<file path="config.mk">
export PLATFORM = sky130hd
export DESIGN_NAME = hermes_input_buffer
export DESIGN_NICKNAME = d
export VERILOG_FILES = /design/src/rtl/hermes_pkg.sv /design/src/rtl/hermes_flit_fifo.sv /design/src/rtl/hermes_input_buffer.sv
export SDC_FILE = /design/constraint.sdc
export NUM_CORES = 1
export LEC_CHECK = 0
export CORE_MARGIN = 10
export CORE_UTILIZATION = 56
export DETAILED_ROUTE_END_ITERATION = 10
export HOLD_SLACK_MARGIN = 0.03
export PLACE_DENSITY = 0.81
export SLEW_MARGIN = 25
export SYNTH_ARGS = -nofsm -noshare
export SYNTH_HDL_FRONTEND = slang
export SYNTH_SLANG_ARGS = --single-unit
</file>
<file path="constraint.sdc">
create_clock -name clock -period 6.25 [get_ports clock]
set_clock_uncertainty 0.2 [all_clocks]
set_input_delay 0.625 -clock clock [delete_from_list [all_inputs] [get_ports clock]]
set_output_delay 0.625 -clock clock [all_outputs]
set_load 0.01 [all_outputs]
</file>
<file path="src/rtl/hermes_pkg.sv">
`default_nettype none
// ============================================================================
// Module  : hermes_pkg
// Brief   : Shared flit type, input-port FSM states and packet field indices.
// Rev     : 1.0  initial release
// ============================================================================
package hermes_pkg;

    localparam int DEFAULT_FLIT_WIDTH = 16;

    typedef logic [DEFAULT_FLIT_WIDTH-1:0] flit_t;

    typedef enum logic [2:0] {
        S_IDLE    = 3'd0,
        S_REQ     = 3'd1,
        S_HEADER  = 3'd2,
        S_SIZE    = 3'd3,
        S_PAYLOAD = 3'd4,
        S_END     = 3'd5
    } in_state_t;

    localparam int HEADER_IDX = 0;
    localparam int SIZE_IDX   = 1;

endpackage
`default_nettype wire

</file>
<file path="src/rtl/hermes_flit_fifo.sv">
`default_nettype none
// ============================================================================
// Module  : hermes_flit_fifo
// Brief   : Circular flit FIFO with occupancy count and upstream credit.
// Rev     : 1.0  initial release
// ============================================================================
module hermes_flit_fifo
    import hermes_pkg::*;
#(
    parameter int FLIT_WIDTH   = DEFAULT_FLIT_WIDTH,
    parameter int BUFFER_DEPTH = 16
) (
    input  logic                          clock,
    input  logic                          reset,
    input  logic                          push_req,
    input  logic [FLIT_WIDTH-1:0]         wr_data,
    input  logic                          pop_req,
    output logic [FLIT_WIDTH-1:0]         rd_data,
    output logic [$clog2(BUFFER_DEPTH):0] count,
    output logic                          credit
);

    localparam int ADDR_W = $clog2(BUFFER_DEPTH);
    localparam int CNT_W  = ADDR_W + 1;
    localparam logic [CNT_W-1:0] FULL_COUNT = CNT_W'(BUFFER_DEPTH);

    logic [FLIT_WIDTH-1:0] mem [BUFFER_DEPTH];
    logic [ADDR_W-1:0]     wr_ptr;
    logic [ADDR_W-1:0]     rd_ptr;
    logic                  push;
    logic                  pop;

    assign credit  = (count != FULL_COUNT);
    assign push    = push_req && credit;
    assign pop     = pop_req && (count != '0);
    assign rd_data = mem[rd_ptr];

    // Storage is not cleared on reset; the pointers alone define what is valid.
    always_ff @(posedge clock) begin
        if (reset && push) begin
            mem[wr_ptr] <= wr_data;
        end
    end

    always_ff @(posedge clock) begin
        if (!reset) begin
            wr_ptr <= '0;
            rd_ptr <= '0;
            count  <= '0;
        end else begin
            if (push) begin
                wr_ptr <= wr_ptr + ADDR_W'(1);
            end
            if (pop) begin
                rd_ptr <= rd_ptr + ADDR_W'(1);
            end
            case ({push, pop})
                2'b10:   count <= count + CNT_W'(1);
                2'b01:   count <= count - CNT_W'(1);
                default: count <= count;
            endcase
        end
    end

endmodule
`default_nettype wire

</file>
<file path="src/rtl/hermes_input_buffer.sv">
`default_nettype none
// ============================================================================
// Module  : hermes_input_buffer
// Brief   : Router input port: flit buffering, packet framing, routing request.
// Rev     : 1.0  initial release
// ============================================================================
module hermes_input_buffer
    import hermes_pkg::*;
#(
    parameter int FLIT_WIDTH   = DEFAULT_FLIT_WIDTH,
    parameter int BUFFER_DEPTH = 16
) (
    input  logic                  clock,
    input  logic                  reset,
    input  logic                  rx,
    input  logic [FLIT_WIDTH-1:0] data_in,
    output logic                  credit_o,
    output logic                  h,
    input  logic                  ack_h,
    output logic                  data_av,
    output logic [FLIT_WIDTH-1:0] data_out,
    input  logic                  data_ack,
    output logic                  sender,
    output logic                  eop
);

    localparam int CNT_W = $clog2(BUFFER_DEPTH) + 1;

    in_state_t             state;
    in_state_t             state_next;
    logic [CNT_W-1:0]      count;
    logic [FLIT_WIDTH-1:0] size_cnt;
    logic                  nonempty;
    logic                  nonempty_q;
    logic                  pop;
    logic                  take;

    hermes_flit_fifo #(
        .FLIT_WIDTH   (FLIT_WIDTH),
        .BUFFER_DEPTH (BUFFER_DEPTH)
    ) u_fifo (
        .clock    (clock),
        .reset    (reset),
        .push_req (rx),
        .wr_data  (data_in),
        .pop_req  (pop),
        .rd_data  (data_out),
        .count    (count),
        .credit   (credit_o)
    );

    assign nonempty = (count != '0);
    assign pop      = data_ack && data_av;
    assign take     = data_ack && nonempty;

    always_ff @(posedge clock) begin
        if (!reset) begin
            state <= S_IDLE;
        end else begin
            state <= state_next;
        end
    end

    // nonempty_q delays a fresh header by one cycle before the request is
    // raised, while a header already queued behind the previous tail is
    // requested straight out of S_IDLE.
    always_ff @(posedge clock) begin
        if (!reset) begin
            size_cnt   <= '0;
            nonempty_q <= 1'b0;
        end else begin
            nonempty_q <= nonempty;
            if (pop && state == S_SIZE) begin
                size_cnt <= data_out;
            end else if (pop && state == S_PAYLOAD) begin
                size_cnt <= size_cnt - FLIT_WIDTH'(1);
            end
        end
    end

    always_comb begin
        state_next = state;
        h          = 1'b0;
        data_av    = 1'b0;
        sender     = 1'b0;
        eop        = 1'b0;
        case (state)
            S_IDLE: begin
                if (nonempty_q && nonempty) begin
                    state_next = S_REQ;
                end
            end
            S_REQ: begin
                h = 1'b1;
                if (ack_h) begin
                    state_next = S_HEADER;
                end
            end
            S_HEADER: begin
                sender  = 1'b1;
                data_av = nonempty;
                if (take) begin
                    state_next = S_SIZE;
                end
            end
            S_SIZE: begin
                sender  = 1'b1;
                data_av = nonempty;
                if (take) begin
                    state_next = (data_out == '0) ? S_END : S_PAYLOAD;
                end
            end
            S_PAYLOAD: begin
                sender  = 1'b1;
                data_av = nonempty;
                if (take && size_cnt == FLIT_WIDTH'(1)) begin
                    state_next = S_END;
                end
            end
            S_END: begin
                eop        = 1'b1;
                state_next = S_IDLE;
            end
            default: begin
                state_next = S_IDLE;
            end
        endcase
    end

endmodule
`default_nettype wire

</file>
== Yosys cells after proc, flatten, opt, wreduce, memory -nomap -nowiden ==
Memory sizes are Yosys's and may differ from the RTL's. A register that Yosys moved wholly into a read port is not among the register bits.
Index checks and enable logic that the tools add are counted.
Word-level totals
  register bits: 33
  memory bits (writable): 256
  word-level logic and storage cells: 60
  memories: 1
Memory list
  u_fifo.mem: words 16, bits a word 16, read ports 1, clocked after Yosys merged registers in 1, write ports 1, line hermes_flit_fifo.sv:27  | logic [FLIT_WIDTH-1:0] mem [BUFFER_DEPTH];
Cells by class
  $add $sub $neg: 5
  equality and inequality tests: 14
  muxes and demuxes: 18
  reduce and logical (&&, ||, !) cells: 16
Operators with widths (count)
  16-bit 2-to-1 mux: 2
  16-bit by 1-bit == test with 1-bit output (second input constant): 1
  16-bit logical NOT: 1
  16-bit by 1-bit subtractor with 16-bit output (second input constant): 1
  3-bit 2-to-1 mux: 5
  3-bit one-hot mux with 5 select lines: 1
  5-bit one-hot mux with 2 select lines: 1
  1-bit logical AND: 9
  4-bit by 1-bit adder with 4-bit output (second input constant): 2
  4-bit 2-to-1 mux: 2
  2-bit inequality test (second input constant): 4
  1-bit 2-to-1 mux: 7
  3-bit by 2-bit == test with 1-bit output (second input constant): 2
  3-bit == test (second input constant): 2
  5-bit by 1-bit adder with 5-bit output (second input constant): 1
  5-bit inequality test (second input constant): 1
  5-bit AND reduction: 1
  5-bit nonzero test: 1
  5-bit by 1-bit subtractor with 5-bit output (second input constant): 1
  2-bit nonzero test: 2
  3-bit by 1-bit == test with 1-bit output (second input constant): 1
  3-bit logical NOT: 1
  3-bit OR reduction: 1
  2-bit by 1-bit == test with 1-bit output (second input constant): 1
  other kinds (2): 2

== Depth between registers and ports, before layout ==
  word-level depth: 7
  depth in mapped cells: 14
  depth with buffers taken out: 13

== Cells and area by module ==
Synthesis repeated with hierarchy kept, for this count alone.
Second synthesis, totals
  cells, all modules: 700
  area, all modules: 12040.3 um2
By module, submodules not included
  hermes_flit_fifo: instances 1, cells each 523, area an instance 10656.5 um2, seq. area each 8027.7 um2
  hermes_input_buffer: instances 1, cells each 177, area an instance 1383.8 um2, seq. area each 400.4 um2

== Worst setup path after synthesis ==
Ideal clock, no wire load.
  kind: register to register
  start point: register u_fifo.count[0]
  end point: register u_fifo.count[4]
  setup time: 115 ps
  data arrival time: 2997 ps
  slack: 2938 ps
  stages on the path, launching flop included: 15
  path buffers: 1
  period minus slack after synthesis: 3312 ps
  cells stage by stage: dfxtp_1 or4_1 or2_2 and2_1 buf_2 inv_1 ha_1 inv_1 fa_1 nor2b_1 o21ai_0 and3_1 nor3_1 xnor2_1 and2_1
On the way
  elaborated cells between the ends (all ways): 12
  those cells by class: add/sub: 2; eq/ne: 3; mux: 2; reduce/logical: 5
RTL lines
  start, declared: line hermes_flit_fifo.sv:19  | output logic [$clog2(BUFFER_DEPTH):0] count,
  start signal, assigned: line hermes_flit_fifo.sv:58  | 2'b10: count <= count + CNT_W'(1);
  start signal, assigned: line hermes_flit_fifo.sv:59  | 2'b01: count <= count - CNT_W'(1);
  start signal, assigned: line hermes_flit_fifo.sv:60  | default: count <= count;
  5-bit inequality test *: line hermes_flit_fifo.sv:33  | assign credit = (count != FULL_COUNT);
  named net credit_o: line hermes_input_buffer.sv:17  | output logic credit_o,
  1-bit logical AND *: line hermes_flit_fifo.sv:34  | assign push = push_req && credit;
  2-bit by 1-bit == test with 1-bit output or 2-bit == test (tied branches): line hermes_flit_fifo.sv:57  | case ({push, pop})
  5-bit one-hot mux with 2 select lines or 2-bit nonzero test (tied branches)
Mark *: on every way through the listed nets, which the timed path passes. The rest lies on a longest branch.
A chain may end at the register's enable or synchronous reset.

==> flow_summary.toml <==
[final_layout]
area_growth_pct = 13.8
layout-drive-gt1-share_pct = 19.1
fin_util_pct = 64.5
final_nets = 764
fillCellCount = 1374

[drt]
via_per_inst = 6.37
vias = 6531
drt_iter0_drc = 990
drc_errors = 0
dr.pass1.iters = 5
wl_per_cell_um = 26.0
ant_nets = 0
drt_wl_total_um = 26700

[timing]
fmax_mhz = 229
fin_crit_sh_pct = 70.0
slew_viol_final = 0
tns_ps = 0
min_period_ps = 4370
maxSlewHeadroom_pct = 29.9
rsz0062_at_grt = "no"
setup_viol = 0
finalHoldViolCount = 0
tightest_slew_ps = 1050

[yosys]
ys_types = 52
yosysSeqAreaShare_pct = 71.3
netlist_instances = 678
synth_area_leaders = "edfxtp_1 (65%), mux4_2 (12%), dfxtp_1 (6.3%), a22oi_1 (2.0%), ha_1 (1.2%)"
synth_edf_count = 256
synth_fp_nets = 711
ys_warn_count = 0
syn-cell-area_um2 = 11800
ys_async_sr_fraction_pct = 0
synth_most_common_cell = "edfxtp_1"
synth.avg_cell_area_um2 = 17.4
synth_top_area_share_pct = 65.0
yosysTopAreaCell = "edfxtp_1"
ys_top_cells_by_count = "edfxtp_1 (256), mux4_2 (64), dfxtp_1 (37), a22oi_1 (32)"
synth_seq_cells = 293
synth_top_flop_cell = "edfxtp_1"

[flow_run]
maxCapViolCount = 0

[floorplan]
die_w_um = 165
coreArea_um2 = 20900
dieArea_um2 = 27300
start_util_pct = 56.6
rows = 53
chipHeight_um = 165
pin_count = 42

[clock_tree]
postCtsSetupBuffers = 0
clock_path_buffers = 3
cts_hold_buffers = 0
clkLatencyLatePin_ps = 540
cts_tree = "done"
clk_pin_slew_ps = 60
cts_buffers = 29
post_cts_resized = 0
cts-root-buf = "clkbuf_16"
cts_max_level = 1
clock_sinks = 293

[global_route]
antenna_found_initial = 1
grt_pass1_wl_um = 40200
grtUsageTotal_pct = 19.8
grt_overflow = 0
grt_max_degree = 44
grt_pass1_vias = 6666

[worst_setup_path]
crit_type = "register to output port"
crit_fanout = 43
crit_chain = "buf_4 -> mux4_2 -> a22oi_1 -> nand2_1 -> clkdlybuf4s50_1"
reg2reg_depth = 7
critPathSlowestCell = "dfxtp_4"
startpoint_type = "register"
arrival_ps = 3550
worstPathRequired_ps = 5420
reg2reg_slack_ps = 2530
worstReg2RegEnd = "state[0]"
crit_path_end_kind = "output port"
slowest_delay_ps = 900

[pwr]
powerDensity_nw_per_um2 = 291
total_leakage_power_nw = 4.37
irDropWorstVdd_uv = 160

[hold_path]
hold_path_depth = 2
hold_path_class = "register to register"
holdCritStartpoint = "size_cnt[15]"
worstHoldEndpoint = "size_cnt[15]"

[place]
post-dp-hpwl_um = 15500
io_buffers = 41
gp_congestion = 0.806

[run_status]
outcome = "completed"
==> flip-flops by register name, indices dropped and copies added, names as in the netlist, named ones only <==
| name | count |
|---|---|
| nonempty_q | 1 |
| u_fifo.rd_ptr | 4 |
| u_fifo.wr_ptr | 4 |
| state | 3 |
| u_fifo.count | 5 |
| u_fifo.mem | 256 |
| size_cnt | 16 |
==> how the worst max path moves through the flow <==
stage                          startpoint         endpoint  slack [ps]  cells after the start
final                            register      data_out[9]        1880                      5
after global routing             register      data_out[1]        1620                      5
after CTS                        register      data_out[9]        1800                      5
after detailed placement         register      data_out[1]        2400                      5
after global placement           register      data_out[9]        2450                      5
after floorplan           u_fifo.count[0]  u_fifo.count[4]        2940                     14
==> final cells by class <==
type / instances / area (µm²) / area share [%]
multi-input cells: 333 / 3180 / 23.6
clock inverters: 18 / 169 / 1.25
diodes: 1 / 2.50 / 0.0186
clock buffers: 32 / 737 / 5.47
well taps: 275 / 344 / 2.56
repair buffers: 60 / 553 / 4.11
inverters: 14 / 52.6 / 0.390
flip-flops and latches: 293 / 8430 / 62.6
==> routing by layer <==
layer | GRT usage (%) | vias to the layer above | wire length, µm
met5 | 0 | - | 0
met4 | 7.38 | 0 | 872
met3 | 3.74 | 66 | 2320
met2 | 33.9 | 324 | 13600
met1 | 24.6 | 3336 | 9890
li1 | - | 2805 | -
==> cells in the final DEF (no fill, tap or decap), types with 3 or more instances in the layout <==
master / instances
xnor2_1: 7
bufinv_16: 3
clkbuf_1: 3
ha_1: 11
nand2_1: 28
clkinv_2: 7
and2_1: 18
clkbuf_16: 29
clkdlybuf4s50_1: 41
buf_4: 19
clkinv_1: 5
nor2_1: 26
mux4_2: 64
xor2_1: 3
a22oi_1: 32
dfxtp_1: 35
o21ai_0: 24
nor4_1: 6
o2bb2ai_1: 5
nor2b_1: 9
o21a_1: 3
nand2b_1: 4
inv_1: 14
edfxtp_1: 256
mux2i_1: 4
a21oi_1: 23
nand3_1: 7
nor3_2: 4
nor3_1: 10
==> report_power, final <==
group	internal, W	switching [W]	leakage, nW
registers	0.00214	0.00000932	2.61
logic	0.0000460	0.0000694	1.31
clock network	0.000967	0.000691	0.447
==> cell families after synthesis <==
| kind of cell | synth area share [%] |
|---|---|
| flops | 71.3 |
| simple gates | 6.31 |
| compound gates | 5.68 |
| mux | 12.5 |
| buf+inv | 2.16 |
| fa+ha+maj | 1.33 |
| xor+xnor | 0.740 |
==> through the flow <==
step           instances  total power, W  worst slack [ps]  cell area, µm²  hold WS, ps
2_1_floorplan        678         0.00224              2940           11800          301
3_3_place_gp         975         0.00230              2450           12600          331
3_5_place_dp         975         0.00231              2400           12600          336
4_1_cts             1025         0.00395              1800           13500          350
5_1_grt             1026         0.00405              1620           13500          376
6_report            1026         0.00393              1880           13500          369
==> critical path, delay by kind of cell, from the launching register on <==
| family | cells | cell delay, ps |
|---|---|---|
| AO/OA/AOI/OAI | 1 | 220 |
| buffers and inverters | 2 | 1060 |
| flip-flops | 1 | 900 |
| multiplexers | 1 | 570 |
| AND/OR/NAND/NOR | 1 | 230 |
Power figures use the tool's default switching activity.
